<file path="src/rtl/hyperbus_pkg.sv">
// Shared HyperBus transaction types, plus the order-FIFO entry used by the
// transaction arbiter to remember which port owns each outstanding transfer.
package hyperbus_pkg;

    localparam int unsigned MAX_PORTS = 8;

    function automatic int unsigned port_id_width(input int unsigned n);
        return (n > 1) ? $clog2(n) : 1;
    endfunction

    // Entries are sized for the largest supported port count so the type can be shared.
    localparam int unsigned PORT_ID_W = port_id_width(MAX_PORTS);

    typedef struct packed {
        logic        write;
        logic [15:0] burst;
        logic [31:0] address;
    } hyper_tf_t;

    typedef struct packed {
        logic [15:0] data;
        logic [1:0]  strb;
        logic        last;
    } hyper_tx_default_t;

    typedef struct packed {
        logic [15:0] data;
        logic        error;
        logic        last;
    } hyper_rx_default_t;

    typedef struct packed {
        logic [PORT_ID_W-1:0] port;
        logic                 write;
        logic                 tx_done;
    } order_entry_t;

endpackage

</file>
<file path="src/rtl/hyperbus_rr_sel.sv">
// Round-robin selector: one-hot grant to the first requester at or after ptr,
// wrapping around to port 0.
module hyperbus_rr_sel #(
    parameter int unsigned NumPorts = 2,
    localparam int unsigned PtrW = (NumPorts > 1) ? $clog2(NumPorts) : 1
) (
    input  logic [NumPorts-1:0] req,
    input  logic [PtrW-1:0]     ptr,
    output logic [NumPorts-1:0] gnt,
    output logic                any
);

    always_comb begin
        gnt = '0;
        any = 1'b0;
        for (int j = 0; j < NumPorts; j++) begin
            if (!any && req[j] && (j >= int'(ptr))) begin
                gnt[j] = 1'b1;
                any    = 1'b1;
            end
        end
        for (int j = 0; j < NumPorts; j++) begin
            if (!any && req[j]) begin
                gnt[j] = 1'b1;
                any    = 1'b1;
            end
        end
    end

endmodule

</file>
<file path="src/rtl/hyperbus_trans_arb.sv">
// Arbitrates upstream HyperBus transfers onto one downstream port and routes
// TX/RX/B in grant order. Define HYPERBUS_TRANS_ARB_STATS_EN for grant_cnt_o.
module hyperbus_trans_arb
    import hyperbus_pkg::*;
#(
    parameter int unsigned NumPorts       = 2,
    parameter int unsigned NumChips       = 2,
    parameter int unsigned OrderLogDepth  = 2,
    parameter int unsigned MaxOutstanding = 2,
    parameter type hyper_tx_t = hyper_tx_default_t,
    parameter type hyper_rx_t = hyper_rx_default_t
) (
    input  logic                clk_i,
    input  logic                rst_i,
    input  hyper_tf_t           in_trans_i [NumPorts],
    input  logic [NumChips-1:0] in_cs_i [NumPorts],
    input  logic [NumPorts-1:0] in_trans_valid_i,
    output logic [NumPorts-1:0] in_trans_ready_o,
    input  hyper_tx_t           in_tx_i [NumPorts],
    input  logic [NumPorts-1:0] in_tx_valid_i,
    output logic [NumPorts-1:0] in_tx_ready_o,
    output hyper_rx_t           in_rx_o [NumPorts],
    output logic [NumPorts-1:0] in_rx_valid_o,
    input  logic [NumPorts-1:0] in_rx_ready_i,
    output logic [NumPorts-1:0] in_b_error_o,
    output logic [NumPorts-1:0] in_b_valid_o,
    input  logic [NumPorts-1:0] in_b_ready_i,
    output hyper_tf_t           out_trans_o,
    output logic [NumChips-1:0] out_cs_o,
    output logic                out_trans_valid_o,
    input  logic                out_trans_ready_i,
    output hyper_tx_t           out_tx_o,
    output logic                out_tx_valid_o,
    input  logic                out_tx_ready_i,
    input  hyper_rx_t           out_rx_i,
    input  logic                out_rx_valid_i,
    output logic                out_rx_ready_o,
    input  logic                out_b_error_i,
    input  logic                out_b_valid_i,
    output logic                out_b_ready_o,
    output logic                busy_o
`ifdef HYPERBUS_TRANS_ARB_STATS_EN
    ,
    output logic [15:0]         grant_cnt_o [NumPorts]
`endif
);

    localparam int unsigned Depth = 1 << OrderLogDepth;
    localparam int unsigned PtrW  = port_id_width(NumPorts);
    localparam int unsigned CntW  = $clog2(MaxOutstanding + 1);
    localparam int unsigned FcW   = OrderLogDepth + 1;

    order_entry_t             fifo_q [Depth];
    logic [OrderLogDepth-1:0] wr_ptr_q, rd_ptr_q;
    logic [FcW-1:0]           count_q;
    logic [CntW-1:0]          outstanding_q [NumPorts];
    logic [PtrW-1:0]          rr_ptr_q, rr_ptr_d;
    logic                     lock_q;
    logic [NumPorts-1:0]      lock_gnt_q;

    order_entry_t         head;
    logic                 empty, full;
    logic                 head_tx, head_rx, head_b;
    logic [NumPorts-1:0]  head_sel, pop_port, eligible, rr_gnt, gnt;
    logic                 rr_any, push, pop, tx_last_hs;
    logic [PORT_ID_W-1:0] gnt_id;

    assign head  = fifo_q[rd_ptr_q];
    assign empty = (count_q == '0);
    assign full  = count_q[OrderLogDepth];
    assign busy_o = !empty;

    assign head_tx = !empty && head.write && !head.tx_done;
    assign head_rx = !empty && !head.write;
    assign head_b  = !empty && head.write && head.tx_done;

    assign pop = (head_rx && out_rx_valid_i && out_rx_ready_o && out_rx_i.last)
               || (head_b && out_b_valid_i && out_b_ready_o);

    // A pop in this cycle frees both a FIFO slot and the head port's credit,
    // so a full FIFO can still accept a push alongside the completing burst.
    always_comb begin
        for (int p = 0; p < NumPorts; p++) begin
            head_sel[p] = !empty && (head.port == PORT_ID_W'(p));
            pop_port[p] = pop && head_sel[p];
            eligible[p] = in_trans_valid_i[p]
                        && ((outstanding_q[p] < CntW'(MaxOutstanding)) || pop_port[p])
                        && (!full || pop);
        end
    end

    hyperbus_rr_sel #(.NumPorts(NumPorts)) u_rr_sel (
        .req (eligible),
        .ptr (rr_ptr_q),
        .gnt (rr_gnt),
        .any (rr_any)
    );

    assign gnt               = lock_q ? lock_gnt_q : rr_gnt;
    assign out_trans_valid_o = lock_q || rr_any;
    assign push              = out_trans_valid_o && out_trans_ready_i;
    assign in_trans_ready_o  = push ? gnt : '0;

    always_comb begin
        out_trans_o = '0;
        out_cs_o    = '0;
        gnt_id      = '0;
        rr_ptr_d    = rr_ptr_q;
        for (int p = 0; p < NumPorts; p++) begin
            if (gnt[p]) begin
                out_trans_o = in_trans_i[p];
                out_cs_o    = in_cs_i[p];
                gnt_id      = PORT_ID_W'(p);
                rr_ptr_d    = (p == NumPorts - 1) ? '0 : PtrW'(p + 1);
            end
        end
    end

    always_comb begin
        out_tx_o       = '0;
        out_tx_valid_o = 1'b0;
        out_rx_ready_o = 1'b0;
        out_b_ready_o  = 1'b0;
        in_tx_ready_o  = '0;
        in_rx_valid_o  = '0;
        in_b_valid_o   = '0;
        in_b_error_o   = {NumPorts{out_b_error_i}};
        for (int p = 0; p < NumPorts; p++) begin
            in_rx_o[p] = out_rx_i;
            if (head_sel[p]) begin
                out_tx_o         = in_tx_i[p];
                out_tx_valid_o   = head_tx && in_tx_valid_i[p];
                in_tx_ready_o[p] = head_tx && out_tx_ready_i;
                in_rx_valid_o[p] = head_rx && out_rx_valid_i;
                out_rx_ready_o   = head_rx && in_rx_ready_i[p];
                in_b_valid_o[p]  = head_b && out_b_valid_i;
                out_b_ready_o    = head_b && in_b_ready_i[p];
            end
        end
    end

    assign tx_last_hs = out_tx_valid_o && out_tx_ready_i && out_tx_o.last;

    always_ff @(posedge clk_i) begin
        if (rst_i) begin
            for (int i = 0; i < Depth; i++) fifo_q[i] <= '0;
            for (int p = 0; p < NumPorts; p++) outstanding_q[p] <= '0;
            wr_ptr_q   <= '0;
            rd_ptr_q   <= '0;
            count_q    <= '0;
            rr_ptr_q   <= '0;
            lock_q     <= 1'b0;
            lock_gnt_q <= '0;
        end else begin
            if (out_trans_valid_o && !out_trans_ready_i) begin
                lock_q     <= 1'b1;
                lock_gnt_q <= gnt;
            end else if (push) begin
                lock_q <= 1'b0;
            end
            if (tx_last_hs) fifo_q[rd_ptr_q].tx_done <= 1'b1;
            if (push) begin
                fifo_q[wr_ptr_q].port    <= gnt_id;
                fifo_q[wr_ptr_q].write   <= out_trans_o.write;
                fifo_q[wr_ptr_q].tx_done <= 1'b0;
                wr_ptr_q <= wr_ptr_q + 1'b1;
                rr_ptr_q <= rr_ptr_d;
            end
            if (pop) rd_ptr_q <= rd_ptr_q + 1'b1;
            count_q <= count_q + FcW'(push) - FcW'(pop);
            for (int p = 0; p < NumPorts; p++) begin
                if (push && gnt[p] && !pop_port[p])
                    outstanding_q[p] <= outstanding_q[p] + 1'b1;
                else if (pop_port[p] && !(push && gnt[p]))
                    outstanding_q[p] <= outstanding_q[p] - 1'b1;
            end
        end
    end

`ifdef HYPERBUS_TRANS_ARB_STATS_EN
    always_ff @(posedge clk_i) begin
        if (rst_i) begin
            for (int p = 0; p < NumPorts; p++) grant_cnt_o[p] <= '0;
        end else begin
            for (int p = 0; p < NumPorts; p++)
                if (push && gnt[p] && (grant_cnt_o[p] != 16'hFFFF))
                    grant_cnt_o[p] <= grant_cnt_o[p] + 16'd1;
        end
    end
`endif

endmodule

</file>
<file path="config.mk">
export PLATFORM = sky130hd
export DESIGN_NAME = hyperbus_trans_arb
export DESIGN_NICKNAME = d
export VERILOG_FILES = /design/src/rtl/hyperbus_pkg.sv /design/src/rtl/hyperbus_rr_sel.sv /design/src/rtl/hyperbus_trans_arb.sv
export SDC_FILE = /design/constraint.sdc
export NUM_CORES = 1
export LEC_CHECK = 0
export ABC_CLOCK_PERIOD_IN_PS = 3500
export CAP_MARGIN = 20
export CORE_AREA = 3 3 115 117
export CTS_CLUSTER_DIAMETER = 40
export DETAILED_ROUTE_END_ITERATION = 8
export DIE_AREA = 0 0 118 120
export PLACE_DENSITY_LB_ADDON = 0.3
export SETUP_SLACK_MARGIN = 0.4
export SLEW_MARGIN = 30
export SYNTH_ARGS = -nofsm -noshare
export SYNTH_HDL_FRONTEND = slang
export SYNTH_SLANG_ARGS = --single-unit
</file>
<file path="constraint.sdc">
create_clock -name clk_i -period 3.5 [get_ports clk_i]
set_input_delay 0.7 -clock clk_i [delete_from_list [all_inputs] [get_ports clk_i]]
set_output_delay 0.7 -clock clk_i [all_outputs]
set_load 0.005 [all_outputs]
</file>
# Yosys cells after proc, flatten, opt, wreduce, memory -nomap -nowiden
# Memories as Yosys holds them, arrays and structs flattened. A register that Yosys moved wholly into a read port is not among the register bits.
# Cells that the tools add are included.
# op_classes
add_sub_neg,8
order_cmp,3
eq_ne,1
n_mux,66
bitwise,4
reduce_logical,62
# op_table
operator,count
2-to-1 mux 49 bit,2
2-to-1 mux 1 bit,47
logical AND 1 bit,38
2-to-1 mux 19 bit,2
2-to-1 mux 2 bit,13
logical NOT 1 bit,12
adder 2 x 1 -> 2 bit (second input constant),4
logical NOT 3 bit,2
2-to-1 mux 3 bit,2
OR reduction 3 bit,2
logical OR 1 bit,5
< comparator 2 bit (second input constant),2
bitwise OR 1 bit,4
nonzero test 2 bit,2
subtractor 2 x 1 -> 2 bit (second input constant),2
adder 3 x 1 -> 3 bit,1
== test 3 x 1 -> 1 bit (second input constant),1
subtractor 3 x 1 -> 3 bit,1
AND reduction 2 bit,1
>= comparator 1 bit (first input constant),1
# word_totals
register_bits,11
mem_bits_rw,16
in_bits,173
out_inout_bits,121
elab_cells,152
n_memories,2
# mem_list
memory,depth,word_bits,read_ports,rd_ports_with_merged_regs,wr,line_no,text
fifo_q,4,3,1,1,4,hyperbus_trans_arb.sv:53,order_entry_t fifo_q [Depth];
outstanding_q,2,2,2,0,2,hyperbus_trans_arb.sv:56,logic [CntW-1:0] outstanding_q [NumPorts];

# Longest topological paths before layout
# depth
depth_word,34
depth_mapped,17
ltp_nobuf,16

# Modules after synthesis
# Synthesis repeated with hierarchy kept, for this count alone.
# unflattened
cells_unflattened,328
hier_area_um2,2656.3
# by_module_without_submodules
mod,n_inst,cells_each,area_each_um2
hyperbus_trans_arb,1,324,2631.3
hyperbus_rr_sel,1,4,25.0

# Worst setup path before layout
# Ideal clock, no wire load.
# synth_path
path_type,register to register
from,register (tool-made name)
to,register count_q[2]
setup_ns,0.128
t_arrival_ns,3.431
slack_ns,-0.058
stages_incl_launch_ff,17
synth_period_minus_slack_ns,3.558
path_cell_list,dfxtp_1 > mux4_2 > mux2i_2 > o22a_4 > inv_4 > a32o_2 > a211oi_4 > nor2b_1 > buf_2 > inv_2 > ha_1 > inv_1 > ha_1 > fa_1 > xnor2_1 > xnor2_1 > nor2_1
# synth_lines
item,line_no,text
to (signal assigned),hyperbus_trans_arb.sv:170,count_q <= count_q + FcW'(push) - FcW'(pop);
to (decl),hyperbus_trans_arb.sv:55,logic [FcW-1:0] count_q;

==> impl_metrics.csv <==
group,metric,value,unit
pwr,clkPwrFrac,14.4,%
floorplanning,start_util,22.4,%
final_layout,antenna_cells,0,
timing,fin_ws,-365,ps
cts,hold_buffers,0,
worst_setup_path,endpoint_kind,"primary output",
detailed_routing,detail_route.first_pass.iterations,4,
final_layout,nets,793,
timing,maxSlewViolCount,0,
worst_setup_path,rr_endpoint,"count_q[2]",
logic_synthesis,synthCells,348,
hold_path,holdPathStages,2,
detailed_routing,viasPerCell,4.75,
timing,whs,507,ps
pwr,p_switching,1020,uW
cts,clk_pin_slew,50,ps
logic_synthesis,syn-num-nets,528,
global_route,track_usage,20.2,%
worst_setup_path,reg2reg_depth,19,
final_layout,final_cell_mix,"clkdlybuf4s50_1 (182), a22o_1 (50), nand2_1 (49)",
worst_setup_path,worst_setup_path_start_kind,"register",
pwr,p_per_area,452,nW/um^2
cts,cts.sinks,29,
floorplanning,dieWidth,118,um
timing,setup-violations-final,54,
timing,hold_viol,0,
cts,clockBufferDepth,2,
logic_synthesis,synth_edf_count,12,
timing,slew_headroom,62.1,%
timing,post-route-period-util,110,%
floorplanning,rows,41,
hold_path,hp-class,"reg -> reg",
logic_synthesis,ys.flop_type,"dfxtp_1",
detailed_routing,drt-total-wl,15400,um
worst_setup_path,rrSetupSlack,-240,ps
timing,timing.fmax,259,MHz
pwr,power_frac_seq,15.7,%
final_layout,layout-drive-gt1-share,33.7,%
detailed_routing,drt_iter0_drc,105,
timing,final.min_clock_period,3860,ps
worst_setup_path,required,2800,ps
worst_setup_path,path_max_fanout,6,
global_route,grt_pass1_vias,3941,
timing,fin_skew,6.43,ps
floorplanning,ios,294,
place,hpwl,12000,um
timing,tightest_slew,566,ps
cts,htreeDepth,2,
outcome,violations,"setup timing",
pwr,swShare,35.8,%
cts,root_buffer,"clkbuf_16",
final_layout,final_common_cell,"clkdlybuf4s50_1",
place,pre_cts_ws,-528,ps
pwr,leakage,0.00265,uW
floorplanning,core,12500,um^2
logic_synthesis,ys_types,50,
detailed_routing,via_count,3737,
final_layout,nFillCells,1175,
final_layout,syn2layout_area_growth,126,%
timing,rsz0062_at_grt,"yes",
detailed_routing,drcViolationCount,0,
detailed_routing,drtAntennaViolNets,0,
hold_path,hold_end,"fifo_q[3][0]",
logic_synthesis,ys_warn_count,0,
global_route,grt_max_degree,30,
place,gp_congestion,0.978,
global_route,antenna_found_initial,0,
cts,numCtsBuffers,5,
cts,clk_latency,280,ps
job,drv_cap,0,
cts,tritoncts,"built",
logic_synthesis,avgSynthCellArea,8.04,um^2
logic_synthesis,syn_area,2800,um^2
hold_path,min_from,"fifo_q[3][0]",
worst_setup_path,rr_startpoint,"fifo_q[3][2]",
pwr,p_int,1840,uW
global_route,grt-ovfl-total,0,
place,port_buffers,239,
outcome,outcome,"complete, but fails checks",
worst_setup_path,critPathKind,"reg -> out",
pwr,p_comb_share,69.9,%
global_route,grt_pass1_wl,22200,um
floorplanning,die_h,120,um
pwr,vdd_drop_max,0.228,mV
logic_synthesis,ys_seq_area_share,25.1,%
worst_setup_path,crit_arrival,3160,ps
logic_synthesis,async_flop_share,0,%
detailed_routing,routedWlPerCell,19.5,um
logic_synthesis,ys_seq_elements,29,
floorplanning,fp.dieArea,14200,um^2
worst max-delay path by stage:
| stage | startpoint | endpoint | slack (ps) | cells past startpoint |
|---|---|---|---|---|
| 3_3_place_gp | out_b_valid_i | out_trans_o[1] | -540 | 11 |
| 3_5_place_dp | out_b_valid_i | out_trans_o[1] | -530 | 11 |
| 2_1_floorplan | register | count_q[2] | 190 | 16 |
| 4_1_cts | fifo_q[3][2] | out_trans_o[41] | -390 | 12 |
| 6_report | fifo_q[3][2] | out_trans_o[41] | -360 | 13 |
| 5_1_grt | fifo_q[3][2] | out_trans_o[41] | -450 | 13 |
logic make-up (layout without fill, tap and decap cells):
logic type | Yosys count | count (layout) | share of synthesized area (%)
multiplexers | 11 | 11 | 5.59
XOR/XNOR | 8 | 8 | 2.51
AND/OR/NAND/NOR | 118 | 118 | 19.1
AO/OA/AOI/OAI | 100 | 100 | 28.7
buffers and inverters | 75 | 341 | 15.7
adder cells (fa/ha/maj) | 7 | 7 | 3.40
flip-flops | 29 | 29 | 25.1
layer usage:
layer / GRT usage (%) / share of wire, % / vias to the layer above / wire (um)
met5: 0 / 0 / - / 0
met4: 12.4 / 6.1 / 0 / 941
met3: 5.80 / 7.8 / 52 / 1200
met2: 39.6 / 54 / 190 / 8340
met1: 18.1 / 32 / 1735 / 4860
li1: - / - / 1760 / -
power by group through the flow:
stage                     clock (uW)  combinational (uW)  sequential [uW]
after global placement             0                1630              446
after CTS                        417                1900              445
after floorplan                    0                 718              436
final                            412                2000              449
after global routing             432                2130              454
after detailed placement           0                1640              450
state kept, by name (all words and copies together), names as in the netlist, named ones only:
name	flops
fifo_q	12
outstanding_q	4
count_q	3
lock_gnt_q	2
rd_ptr_q	2
wr_ptr_q	2
lock_q	1
rr_ptr_q	1
layout make-up:
cell class	count	area, um^2	area share (%)
multi-input combinational	244	2010	31.9
timing repair buffer	321	3190	50.5
clock buffer	5	125	1.98
inverter	12	51.3	0.812
clock inverter	3	17.5	0.277
tap	172	215	3.41
sequential	29	704	11.1
critical path, cell delays in order (launching register included):
cell and delay (ps):
edfxtp_1 400, mux4_2 600, mux2i_4 240, buf_6 130, buf_6 110, o221a_4 270, o32ai_4 140, buf_6 150
o22ai_4 110, buf_6 160, buf_6 130, buf_16 130, a22o_1 200, buf_2 130
through the flow:
stage,instances,total power [uW],util (%),cell area (um^2),TNS [ps]
3_5_place_dp,734,2090,43.6,5430,-27290
5_1_grt,786,3010,50.7,6320,-19370
6_report,786,2860,50.7,6320,-14670
4_1_cts,774,2760,48.7,6070,-15650
2_1_floorplan,348,1150,-,2910,0
3_3_place_gp,734,2080,43.6,5430,-26750
Yosys cell counts (all sizes together) (3+ instances only):
library cell / count / area (um^2)
a21oi: 23 / 115
dfxtp: 17 / 340
ha: 6 / 75.1
a211oi: 4 / 47.5
nand3: 3 / 15.0
and3: 8 / 50.1
nor3: 9 / 45.0
buf: 47 / 330
mux4: 3 / 67.6
nor3b: 5 / 37.5
a22o: 52 / 455
o22ai: 3 / 18.8
clkbuf: 16 / 60.1
mux2i: 7 / 77.6
nor2b: 4 / 25.0
inv: 11 / 43.8
nand2: 55 / 206
xnor2: 6 / 52.6
edfxtp: 12 / 360
nor2: 26 / 97.6
what timing repair did:
item                                    in CTS  in global routing
hold endpoints to repair                     0                  0
setup buffers                               26                 10
endpoints found under the setup margin      81                106
resized for setup                          292                 33
cloned                                       6                  2
pin swaps                                   27                 36
Power figures use the tool's default switching activity.
